**config.mk**
```make
export PLATFORM = sky130hd
export DESIGN_NAME = pipe_adder
export DESIGN_NICKNAME = d
export VERILOG_FILES = /design/src/rtl/pipe_adder.sv
export SDC_FILE = /design/constraint.sdc
export NUM_CORES = 1
export LEC_CHECK = 0
export CAP_MARGIN = 20
export CORE_MARGIN = 1
export CORE_UTILIZATION = 55
export CTS_BUF_LIST = sky130_fd_sc_hd__clkbuf_4
export DETAILED_ROUTE_END_ITERATION = 12
export GPL_TIMING_DRIVEN = 1
export HOLD_SLACK_MARGIN = 0.05
export PLACE_DENSITY = 0.8
export SKIP_CTS_REPAIR_TIMING = 1
export SLEW_MARGIN = 40
export SYNTH_ARGS = -nofsm -noshare
export SYNTH_HDL_FRONTEND = slang
export SYNTH_SLANG_ARGS = --single-unit
```
**constraint.sdc**
```tcl
create_clock -name clk_i -period 3.7 [get_ports clk_i]
set_input_delay 0.925 -clock clk_i [delete_from_list [all_inputs] [get_ports clk_i]]
set_output_delay 0.925 -clock clk_i [all_outputs]
set_load 0.02 [all_outputs]
```
**src/rtl/pipe_adder.sv**
```systemverilog
`default_nettype none
// +------------------------------------------------------------------------+
// | pipe_adder: carry-pipelined add/subtract, one WIDTH/STAGES-bit slice   |
// | resolved per stage, valid/ready flow control with a global stall.      |
// | Revision: 1.0                                                          |
// +------------------------------------------------------------------------+
module pipe_adder #(
    parameter int WIDTH  = 16,
    parameter int STAGES = 4
) (
    input  logic             clk_i,
    input  logic             rst_ni,
    input  logic [WIDTH-1:0] a_i,
    input  logic [WIDTH-1:0] b_i,
    input  logic             carry_i,
    input  logic             sub_i,
    input  logic             in_valid_i,
    output logic             in_ready_o,
    output logic [WIDTH-1:0] sum_o,
    output logic             carry_o,
    output logic             ovf_o,
    output logic             out_valid_o,
    input  logic             out_ready_i
);

    localparam int SW = WIDTH / STAGES;

    logic [WIDTH-1:0] r_a [STAGES];
    logic [WIDTH-1:0] r_b [STAGES];
    logic [WIDTH-1:0] r_s [STAGES];
    logic             r_c [STAGES];
    logic             r_v [STAGES];
    logic             r_ovf;

    logic [WIDTH-1:0] w_a     [STAGES];
    logic [WIDTH-1:0] w_b     [STAGES];
    logic [WIDTH-1:0] w_s     [STAGES];
    logic             w_cin   [STAGES];
    logic             w_v     [STAGES];
    logic [SW:0]      w_slice [STAGES];
    logic             w_ovf;
    logic             w_advance;

    assign w_advance = out_ready_i || !r_v[STAGES-1];

    // Each stage sees the previous stage's registers (operands at stage 0),
    // adds its own slice and overwrites only that slice of the partial sum.
    always_comb begin
        w_a[0]   = a_i;
        w_b[0]   = sub_i ? ~b_i : b_i;
        w_cin[0] = sub_i | carry_i;
        w_s[0]   = '0;
        w_v[0]   = in_valid_i;
        for (int k = 1; k < STAGES; k++) begin
            w_a[k]   = r_a[k-1];
            w_b[k]   = r_b[k-1];
            w_cin[k] = r_c[k-1];
            w_s[k]   = r_s[k-1];
            w_v[k]   = r_v[k-1];
        end
        for (int k = 0; k < STAGES; k++) begin
            w_slice[k] = {1'b0, w_a[k][k*SW +: SW]} + {1'b0, w_b[k][k*SW +: SW]}
                       + (SW+1)'(w_cin[k]);
            w_s[k][k*SW +: SW] = w_slice[k][SW-1:0];
        end
        // Carry into the MSB is recovered from the MSB's own sum bit.
        w_ovf = w_a[STAGES-1][WIDTH-1] ^ w_b[STAGES-1][WIDTH-1]
              ^ w_slice[STAGES-1][SW-1] ^ w_slice[STAGES-1][SW];
    end

    always_ff @(posedge clk_i or negedge rst_ni) begin
        if (!rst_ni) begin
            for (int k = 0; k < STAGES; k++) begin
                r_a[k] <= '0;
                r_b[k] <= '0;
                r_s[k] <= '0;
                r_c[k] <= 1'b0;
                r_v[k] <= 1'b0;
            end
            r_ovf <= 1'b0;
        end else if (w_advance) begin
            for (int k = 0; k < STAGES; k++) begin
                r_a[k] <= w_a[k];
                r_b[k] <= w_b[k];
                r_s[k] <= w_s[k];
                r_c[k] <= w_slice[k][SW];
                r_v[k] <= w_v[k];
            end
            r_ovf <= w_ovf;
        end
    end

    assign in_ready_o  = w_advance;
    assign sum_o       = r_s[STAGES-1];
    assign carry_o     = r_c[STAGES-1];
    assign ovf_o       = r_ovf;
    assign out_valid_o = r_v[STAGES-1];

endmodule
`default_nettype wire
```
Yosys cells after proc, flatten, opt, wreduce, memory -nomap -nowiden
Index checks and enable logic that the tools add are counted.
{"block": "word_totals", "latchBits": 0, "romBits": 0, "ff_bits": 145, "word_cells": 35, "mem_bits_rw": 0, "input_bits": 38, "mem_count": 0}
{"block": "classes", "n_mux": 1, "n_bitwise": 5, "shift": 0, "div_mod_pow": 0, "addsub": 8, "eq_ne": 0, "n_reduce_logical": 2, "n_lt_le_gt_ge": 0, "mul": 0}
{"cell": "4-bit by 4-bit adder with 5-bit output", "n": 4}
{"cell": "5-bit by 1-bit adder with 5-bit output", "n": 4}
{"cell": "16-bit 2-to-1 mux", "n": 1}
{"cell": "16-bit NOT", "n": 1}
{"cell": "1-bit XOR", "n": 3}
{"cell": "1-bit logical NOT", "n": 1}
{"cell": "1-bit logical OR", "n": 1}
{"cell": "1-bit OR", "n": 1}

Depth between registers and ports, before layout
Gate-level depths: netlist of the first run.
{"block": "depth", "ltp_word": 4, "ltp_mapped": 8, "depth_no_buf": 6}

Least setup slack after synthesis of the first run
OpenSTA, ideal clock, no wires.
{"block": "synth_timing", "path_type": "input -> register", "from": "input sub_i", "to": "register r_c[3] (netlist name)", "n_path_buf": 2, "required_ns": 3.569, "path_stages": 8, "path_slack_ns": 0.895, "setup_time_ns": 0.131, "arrival_time_ns": 2.673, "path_cell_list": "buf_4 -> buf_6 -> or2_2 -> fa_1 -> fa_1 -> a21o_1 -> a21oi_1 -> a21oi_1"}
{"block": "synth_via", "elab_chain_cells": 3, "elab_cells_between_ends": 4, "classes_between": "add/sub: 2; mux: 1; bitwise: 1"}
{"element": "start, declared", "line_no": "16", "rtl": "input logic sub_i,"}
{"element": "16-bit 2-to-1 mux", "line_no": "50", "rtl": "w_b[0] = sub_i ? ~b_i : b_i;"}
{"element": "4-bit by 4-bit adder with 5-bit output", "line_no": "62", "rtl": "w_slice[k] = {1'b0, w_a[k][k*SW +: SW]} + {1'b0, w_b[k][k*SW +: SW]}"}
{"element": "5-bit by 1-bit adder with 5-bit output (*)", "line_no": "63", "rtl": "+ (SW+1)'(w_cin[k]);"}
{"element": "end signal, assigned by index", "line_no": "86", "rtl": "r_c[k] <= w_slice[k][SW];"}
{"element": "end, declared", "line_no": "31", "rtl": "logic r_c [STAGES];"}
Every way passes the cells marked *; elsewhere a longest branch is shown, timed or not.
A chain may end at the register's enable or synchronous reset.

Final worst setup path of the first run
{"block": "layout_timing", "from": "input out_ready_i", "to": "output in_ready_o"}
{"block": "layout_via", "elab_chain_cells": 1}
{"element": "start, declared", "line_no": "23", "rtl": "input logic out_ready_i"}
{"element": "1-bit logical OR", "line_no": "44", "rtl": "assign w_advance = out_ready_i || !r_v[STAGES-1];"}
{"element": "end, declared", "line_no": "18", "rtl": "output logic in_ready_o,"}
Every way passes these cells.

==> run metrics, run 1 <==
synth unique cells=22; Multi-input gate area=1670 sq um; input/output buffers=57; slew of the pin with the lowest slew margin=roughly 0.82 ns; DP Area=just under 5000 sq um; clk sink count=97; Final WS setup=0.660 ns; via count=2890; min cycle time layout=around 3 ns; post-route ant nets=0; fill count=634; Lkg Pwr=2.48 nW; final slew viol count=0; clk buf depth=2; final setup TNS=0 ns; Max Freq=0.329 GHz; initial DRC count=177; fin cells=606; syn_nets=524; clk slew on worst S/H paths=0.14 ns; CP endpoint kind=output port; share of cells above drive strength 1=under 10%; first-pass GRT wire length=12.6 mm; P&R area growth vs syn=13.5%; PwrDens=779 nW/um^2; pre-CTS setup slack=0.497 ns; gpl congestion=0.754; die footprint=8360 sq um; routed len/inst=11.6 microns; Cell Area, Synth=4400 sq um; total power=between 3 and 4 mW; DIE HEIGHT=~91 microns; vias in the first global route=2893; antenna violations before repair=0; Reg2Reg Setup Slack=1.66 ns; Yosys reg bits=97; status=finished clean; total congestion overflow after global routing=0; max-cap violations=0; relative slew slack=45.1%; Initial Util=56.9%; Core Rows=32; DP HPWL=4.64 mm; register area=2430 sq um; CTS root buffer=clkbuf_4; CP startpoint kind=input pin; Synth Instances=roughly 470; Req. time, crit path=2.77 ns; final setup fails=0; Worst R2R Path Depth=6; # IOs=slightly below 60; worst skew pair latency=0.43 ns; peak supply drop=0.357 mV; Num CTS Buffers=9; Total Wirelength=between 7 and 8 mm; sequential fraction of the synthesis area=55.2%; cell area after layout=4990 sq um; Worst Hold Class=input pin to asynchronous set/reset pin; Final Net Count=about 560; # diodes=0; DP Cell Count=approximately 600; vias per inst=about 4.8; RSZ-0062 raised after global routing=no; largest net degree at the start of global routing=approximately 110; Tot GR Track Use=between 15 and 20%; Worst EP arrival=2.11 ns; final-report hold violation count=0; Tcrit/Tclk final=82.2%; CORE AREA=7730 sq um; CTS tree=built; Chip Width=91.4 microns; H-tree Lvls=3; Reg-to-Reg Start=r_a[28]; YS warnings=0; first-pass iteration count of the detailed router=4; Setup Skew=0.00874 ns; DRC=0; Setup Crit Path Kind=input pin to output port; CP max FO=2; syn_area_per_cell=approximately 9.4 sq um; R2R Path End=ovf_o
## final cells by class
class                   instances  area share [%]
clock buffers                   9            1.35
repair buffers                 61            12.1
flip-flops and latches         97            48.6
multi-input cells             325            33.5
inverters                       5           0.376
clock inverters                 7            1.43
well taps                     102            2.56
## stage by stage
stage / hold WS [ns] / util (%)
2_1_floorplan: 0.430 / -
3_3_place_gp: 0.440 / 62.7
3_5_place_dp: 0.453 / 62.8
4_1_cts: 0.486 / 64.6
5_1_grt: 0.504 / 64.6
6_report: 0.477 / 64.6
## critical path: stages
cell	delay [ns]
clkdlybuf4s50_1	0.50
nor2b_4	0.05
inv_2	0.05
clkdlybuf4s50_1	0.59
## cell usage in the layout (no fill, tap or decap), types with 4 or more instances in the layout
cell type,n
nor2_1,7
clkbuf_4,9
o21ai_0,22
fa_1,8
xnor2_1,16
dfrtp_1,97
xor2_1,8
a21o_1,7
a21oi_1,11
inv_1,4
clkdlybuf4s50_1,56
ha_1,12
nand2_1,226
## layer usage
layer  share of wire (%)  up-vias  global-route usage, %
met5                   0        -                      0
met4                 1.4        0                   7.80
met3                 2.9       10                   4.44
met2                  49       52                   32.5
met1                  46     1338                   24.2
li1                    -     1490                      -
## report_power, final
| group | internal (mW) | switching [mW] |
|---|---|---|
| clock | 0.205 | 0.343 |
| sequential | 1.53 | 0.261 |
| combinational | 0.692 | 0.862 |
| total | 2.42 | 1.47 |
## flip-flops by register name, summed over array words and instances, names as in the netlist
register	flops
r_a	24
r_b	24
r_s	24
sum_o	16
r_c	3
r_v	3
carry_o	1
out_valid_o	1
ovf_o	1
## cell usage after synthesis
cell	number	area, sq um
clkbuf_1	3	11.3
nor2b_1	1	6.26
a21o_1	7	52.6
nor2b_2	1	8.76
inv_2	1	3.75
xor2_1	8	70.1
ha_1	12	150
fa_1	8	160
dfrtp_1	97	2430
o21ai_0	22	110
buf_4	19	143
inv_1	4	15.0
nor2_1	7	26.3
xnor2_1	16	140
buf_2	10	50.1
nand2b_1	1	6.26
o21ai_1	2	10.0
a21oi_1	11	55.1
buf_6	7	78.8
or2_2	1	6.26
a21oi_2	2	17.5
nand2_1	226	848
## kinds of logic (layout without fill, tap and decap cells)
group	after synthesis	in the layout	synth area share (%)
fa+ha+maj	20	20	7.06
simple gates	237	237	20.5
xor+xnor	24	24	4.78
buf+inv	44	82	6.86
compound gates	44	44	5.58
flops	97	97	55.2
## worst max path at each step
stage,to,cells after the start,startpoint,slack [ns]
finish,in_ready_o,4,out_ready_i,0.66
floorplan,r_c[3],8,sub_i,0.90
CTS,in_ready_o,4,out_ready_i,0.65
global placement,r_c[3],7,sub_i,0.55
detailed placement,r_c[3],7,sub_i,0.50
global route,in_ready_o,4,out_ready_i,0.63
Power figures use the tool's default switching activity.
==> run 2: changes to the inputs <==
==> constraint.sdc (replaced) <==
create_clock -name clk_i -period 2.8 [get_ports clk_i]
set_input_delay 0.7 -clock clk_i [delete_from_list [all_inputs] [get_ports clk_i]]
set_output_delay 0.7 -clock clk_i [all_outputs]
set_load 0.02 [all_outputs]
==> run 2 against run 1 <==
  * Design area increased by 0.50%
  * Clock skew about the same
  * Wire length increased by 2.2%
  * Sequential share of layout area decreased by 0.24 points
  * Clock power increased by 33%
  * Die area unchanged
  * Core utilization increased by 0.32 points
  * Via count increased by 1.5%
  * First-iteration DRC count decreased by 27%
  * Highest routed layer unchanged
==> run metrics, run 2 (same netlist as run 1, synthesis figures left out) <==
via count=2933; Initial Util=56.9%; RSZ-0062 raised after global routing=no; Reg-to-Reg Start=r_a[28]; min cycle time layout=2.60 ns; pre-CTS setup slack=-0.158 ns; H-tree Lvls=3; Setup Skew=0.00907 ns; cell mode on critical path=clkdlybuf4s50_1; initial DRC count=129; CP endpoint kind=output port; vias per inst=4.82; Tot GR Track Use=19.7%; vias in the first global route=2846; slowest stage delay, CP=just under 0.6 ns; clk sink count=just under 100; DRC=0; antenna violations before repair=0; final setup fails=0; post-route ant nets=0; Setup Crit Path Kind=input pin to output port; input/output buffers=57; status=finished clean; largest net degree at the start of global routing=roughly 110; Chip Width=91.4 microns; Final WS setup=a little under 0.2 ns; clk slew on worst S/H paths=~0.15 ns; die footprint=8360 sq um; DIE HEIGHT=between 90 and 100 microns; # IOs=58; final-report hold violation count=0; share of cells above drive strength 1=5.34%; first-pass GRT wire length=13.0 mm; Tcrit/Tclk final=92.9%; most frequent cells in the layout=226 x nand2_1, 97 x dfrtp_1, 56 x clkdlybuf4s50_1; CTS root buffer=clkbuf_4; Num CTS Buffers=9; CP startpoint kind=input pin; Final Net Count=559; slew of the pin with the lowest slew margin=0.725 ns; final slew viol count=0; total congestion overflow after global routing=0; Lkg Pwr=2.50 nW; routed len/inst=11.8 microns; Reg2Reg Setup Slack=0.78 ns; first-pass iteration count of the detailed router=4; max-cap violations=0; CORE AREA=slightly below 8000 sq um; Worst Hold Class=input pin to asynchronous set/reset pin; relative slew slack=~52%; P&R area growth vs syn=14.1%; peak supply drop=0.389 mV; DP HPWL=4.80 mm; PwrDens=between 1000 and 1500 nW/um^2; # diodes=0; worst skew pair latency=0.43 ns; leading cell type in the layout, fill and taps excluded=nand2_1; biggest regs=r_a: 24 flops, r_b: 24 flops, r_s: 24 flops; Worst R2R Path Depth=6; CP max FO=2; clk buf depth=2; hold slack final=0.264 ns; final setup TNS=0 ns; Worst EP arrival=1.90 ns; CP startpoint=out_ready_i; Worst path slowest cell=clkdlybuf4s50_1; Req. time, crit path=~2.1 ns; CTS tree=built; gpl congestion=approximately 0.74; worst path cell trace=clkdlybuf4s50_1 -> nor2b_4 -> inv_2 -> clkdlybuf4s50_1; Total Wirelength=7.16 mm; Max Freq=0.384 GHz; Core Rows=32; R2R Path End=ovf_o
-- run 2: changes by cell type in the layout (fill, tap and decap cells not counted), sizes merged --
cell	before	now
buf	5	7
clkinv	4	3
clkinvlp	2	1
inv	5	7
-- run 2: layer usage --
layer | wire length, microns | global-route usage (%) | vias to the layer above | part of all wire (%)
li1 | - | - | 1496 | -
met1 | 3350 | 27.1 | 1370 | 47
met2 | 3490 | 31.1 | 56 | 49
met3 | 201 | 3.10 | 11 | 2.8
met4 | 119 | 8.73 | 0 | 1.7
met5 | 0 | 0 | - | 0
-- run 2: layout make-up --
class                           instances  area (sq um)
Sequential cell                        97          2430
Clock buffer                            9          67.6
Inverter                                5          18.8
Fill cell                             645          2710
Multi-Input combinational cell        325          1670
Clock inverter                          7          68.8
Tap cell                              102           128
Timing Repair Buffer                   63           633
-- run 2: how the worst max path moves through the flow --
stage                     slack [ns]    endpoint  depth (start not counted)
after floorplan                 0.22      r_c[3]                          8
after global placement         -0.09      r_c[3]                          7
after detailed placement       -0.16      r_c[3]                          7
after CTS                       0.20  in_ready_o                          4
after global routing            0.17  in_ready_o                          4
final                           0.20  in_ready_o                          4
-- run 2: critical path, delay by kind of cell --
| kind | cells | cell delay (ns) |
|---|---|---|
| buffers and inverters | 3 | 1.14 |
| AND/OR/NAND/NOR | 1 | 0.05 |
-- run 2: where the power goes --
| part | internal, mW | switching (mW) |
|---|---|---|
| registers | 2.02 | 0.356 |
| clock network | 0.273 | 0.456 |
| logic | 0.918 | 1.14 |
-- run 2: stage by stage --
| stage | utilization, % | cells | total power, mW | cell area, sq um |
|---|---|---|---|---|
| final | 64.9 | 608 | 5.16 | 5020 |
| after CTS | 64.9 | 608 | 5.22 | 5010 |
| after floorplan | - | 466 | 3.99 | 4400 |
| after global routing | 64.9 | 608 | 5.63 | 5020 |
| after detailed placement | 63.1 | 592 | 4.49 | 4880 |
| after global placement | 63.1 | 592 | 4.36 | 4870 |
